===== src/rtl/cpu_pkg.sv =====
// Shared core-wide types and constants for the 32-bit RISC datapath.
package cpu_pkg;

  localparam int unsigned XLEN = 32;

  typedef logic [XLEN-1:0] pc_t;

  localparam pc_t RESET_PC = 32'h0000_0000;

endpackage : cpu_pkg


===== src/rtl/program_counter.sv =====
// Architectural PC register: captures the externally computed next PC each cycle,
// optionally clearing low bits so fetch addresses stay aligned.
module program_counter
  import cpu_pkg::*;
#(
  parameter int unsigned             WIDTH        = XLEN,
  parameter logic [WIDTH-1:0]        RESET_VECTOR = WIDTH'(RESET_PC),
  parameter int unsigned             ALIGN_BITS   = 0
) (
  input  logic             Clk,
  input  logic             Rst,
  input  logic [WIDTH-1:0] Pc_in,
  output logic [WIDTH-1:0] Pc_out,
  output logic             Pc_valid
);

  localparam logic [WIDTH-1:0] ALIGN_MASK = {WIDTH{1'b1}} << ALIGN_BITS;

  if (ALIGN_BITS >= WIDTH) begin : g_bad_align_bits
    $error("program_counter: ALIGN_BITS must be smaller than WIDTH");
  end

  if ((RESET_VECTOR & ~ALIGN_MASK) != '0) begin : g_bad_reset_vector
    $error("program_counter: RESET_VECTOR is not aligned to ALIGN_BITS");
  end

  always_ff @(posedge Clk or negedge Rst) begin
    if (!Rst) begin
      Pc_out   <= RESET_VECTOR;
      Pc_valid <= 1'b0;
    end else begin
      Pc_out   <= Pc_in & ALIGN_MASK;
      Pc_valid <= 1'b1;
    end
  end

endmodule : program_counter


===== config.mk =====
export PLATFORM = sky130hd
export DESIGN_NAME = program_counter
export DESIGN_NICKNAME = d
export VERILOG_FILES = /design/src/rtl/cpu_pkg.sv /design/src/rtl/program_counter.sv
export SDC_FILE = /design/constraint.sdc
export NUM_CORES = 1
export LEC_CHECK = 0
export CAP_MARGIN = 20
export CORE_MARGIN = 1.5
export CORE_UTILIZATION = 31
export CTS_BUF_LIST = sky130_fd_sc_hd__clkbuf_8 sky130_fd_sc_hd__clkbuf_16
export DETAILED_ROUTE_END_ITERATION = 8
export PLACE_DENSITY = 0.82
export SYNTH_ARGS = -nofsm -noshare
export SYNTH_HDL_FRONTEND = slang
export SYNTH_SLANG_ARGS = --single-unit

===== constraint.sdc =====
create_clock -name Clk -period 0.8 [get_ports Clk]
set_input_delay 0.24 -clock Clk [delete_from_list [all_inputs] [get_ports Clk]]
set_output_delay 0.24 -clock Clk [all_outputs]
set_load 0.01 [all_outputs]

* Yosys cells after proc, flatten, opt, wreduce, memory -nomap -nowiden
Cells that the tools add are included.
** Storage, ports and cells
- Bits in registers :: 33
- Latch bits :: 0
- RAM bits :: 0
- Bits in read-only memories :: 0
- Bits of input ports :: 34
- Output and inout bits :: 33
- Word-level logic and storage cells :: 2
- Memories kept :: 0
** Cells by class
- Add/sub/neg operators :: 0
- Multiply operators :: 0
- Divide/modulo/power cells :: 0
- $lt $le $gt $ge :: 0
- Equal/unequal tests :: 0
- Shift operators :: 0
- Muxes and demuxes :: 0
- Bitwise gates (word level) :: 0
- Reduce and logical (&&, ||, !) cells :: 0

* Depth between registers and ports, before layout
- Depth in word-level cells :: 0
- Depth in mapped cells :: 0
- Mapped depth without buffers :: 0

* Least setup slack after synthesis
OpenSTA, ideal clock, no wires.
- Kind :: register to output
- Start point :: register Pc_out[0]
- End point :: output port Pc_out[0]
- Arrival time :: 376 ps
- Required time :: 560 ps
- Path slack :: 184 ps
- Cell stages (with the launch flop) :: 1
- Buffers on the path :: 0
- Cell sequence :: dfrtp_1
** RTL lines
- from (decl) :: line program_counter.sv:13 : output logic [WIDTH-1:0] Pc_out,
- from (signal assigned) :: line program_counter.sv:32 : Pc_out <= Pc_in & ALIGN_MASK;
No word-level cell between the ends.

* Worst setup path in the final report
- Start point :: register Pc_out[23]
- End point :: output port Pc_out[23]
No word-level cell between the ends.

==> metrics.csv <==
metric;value;unit
startpoint_type;register;
fp.dieW;54.7;um
cts_made_buffers;5;
critPathMaxStageDelay;380;ps
crit_cells;1;
final_cells;139;
cts_root_buf;clkbuf_8;
fillCellCount;213;
nets;142;
synth_area_per_cell;24.4;um^2
endpoint_kind;output pin;
p_clk_frac;0.340;
path_delay_family;flip-flops;
finalPower;3.21;mW
synth_warnings;0;
fmax;976;MHz
syn-cell-area;830;um^2
power_switching;0.663;mW
dieArea;3000;um^2
synth_top_area_share;0.995;
die_h;54.7;um
grt_max_degree;34;
post-route-period-util;1.28;
grt_usage;0.131;
antenna_found_initial;0;
violations;setup timing;
p_leak;0.716;nW
netlist_top_cells_area;dfrtp_1 100%, conb_1 0.45%;
grt_pass1_wl;2520;um
layout_common_cells;33 x dfrtp_1, 33 x clkdlybuf4s50_1, 29 x buf_2, 5 x clkbuf_8, 4 x buf_6;
wirelength;1790;um
synth-seq-cells;33;
antenna_cells;0;
startpoint;Pc_out[23];
initial_core_util;0.332;
drc_errors;0;
drive_gt1_frac;0.358;
crit_required;560;ps
stdcell_area;1490;um^2
rsz0062_at_grt;true;
cts_tree;done;
syn_inst;34;
clkSlewWorstSetupHoldPaths;60;ps
vias;552;
drt-initial-drc-count;0;
critical_path.cell_chain;buf_2;
grt_pass1_vias;564;
seq_area_frac_synth;0.995;
postRouteAntennaNets;0;
crit_type;reg -> out;
drt-pass1-iter-count;1;
core-area;2500;um^2
post-route-worst-setup-slack;-225;ps
yosysTopAreaCell;dfrtp_1;
drv_cap;0;
p_comb_frac;0.108;
hold_violations;0;
status;complete, but fails checks;
port-buffer-count;66;
hold_buffers;0;
fp-row-count;18;
place_congestion;0.591;
multi_input_area;3.75;um^2
pre_cts_ws;-308;ps
p_seq_frac;0.553;
swShare;0.206;
worst-path-max-fanout;1;
wire_per_inst;12.8;um
clock-sinks;33;
peakVddDrop;1360;uV
worstPathBufferInverterCount;1;
area_growth;79.3;%
slowest_stage;dfrtp_1;
cts-htree-levels;2;
drv_slew;0;
regArea;826;um^2
internal-power;2.55;mW
cts_buffer_depth;2;
place_area;1550;um^2
placed_cells;131;
syn_nets;68;
finalSetupViolations;33;
ioPinCount;67;
min_period;1020;ps
avgViaCountPerCell;3.97;
synth.distinct_cells;2;
hold_ws;345;ps
arrival;780;ps
powerDensity;2160;nW/um^2
min_path_type;in -> async;
grt.overflow.total;0;
stage by stage:
stage | TNS [ps] | util
after floorplan | 0 | -
after global placement | -8830 | 0.619
after detailed placement | -9630 | 0.619
after CTS | -7010 | 0.585
after global routing | -7730 | 0.595
final | -6550 | 0.595
final timing paths:
check                        endpoint  slack [ps]
setup / recovery           Pc_out[23]        -220
max in group asynchronous   Pc_out[1]         290
hold / removal             Pc_out[11]         340
min in group Clk           Pc_out[19]         400
logic make-up (layout without fill, tap and decap cells):
kind of cell | after synthesis | count (layout) | share of synthesized area
flip-flops | 33 | 33 | 0.995
other | 1 | 1 | 0.00452
buffers and inverters | 0 | 75 | 0
synth_stat cells:
cell type  number
conb_1          1
dfrtp_1        33
power groups by stage:
stage	combinational (mW)	clock (mW)	sequential, mW
final	0.346	1.09	1.77
after global routing	0.376	1.22	1.78
after CTS	0.343	1.13	1.77
after detailed placement	0.423	0	1.81
after global placement	0.416	0	1.80
after floorplan	0.000406	0	1.85
final cells by class:
cell class | count | area share
multi-input combinational | 1 | 0.00252
timing repair buffer | 67 | 0.363
clock inverter | 3 | 0.00757
clock buffer | 5 | 0.0463
tap | 30 | 0.0252
sequential | 33 | 0.555
timing repair:
| item | 4_1_cts | 5_1_grt |
|---|---|---|
| buffers inserted | 0 | 0 |
| setup endpoints to repair | 33 | 33 |
| resized for setup | 132 | 4 |
state kept, by name (all words and copies together), names as in the netlist:
register / count
Pc_out: 32
Pc_valid: 1
layer usage:
metal | vias to the layer above | track usage | routed length (um)
met5 | - | 0 | 0
met4 | 0 | 0.0750 | 18
met3 | 3 | 0.0902 | 251
met2 | 39 | 0.202 | 906
met1 | 263 | 0.129 | 610
li1 | 247 | - | -
Power figures use the tool's default switching activity.
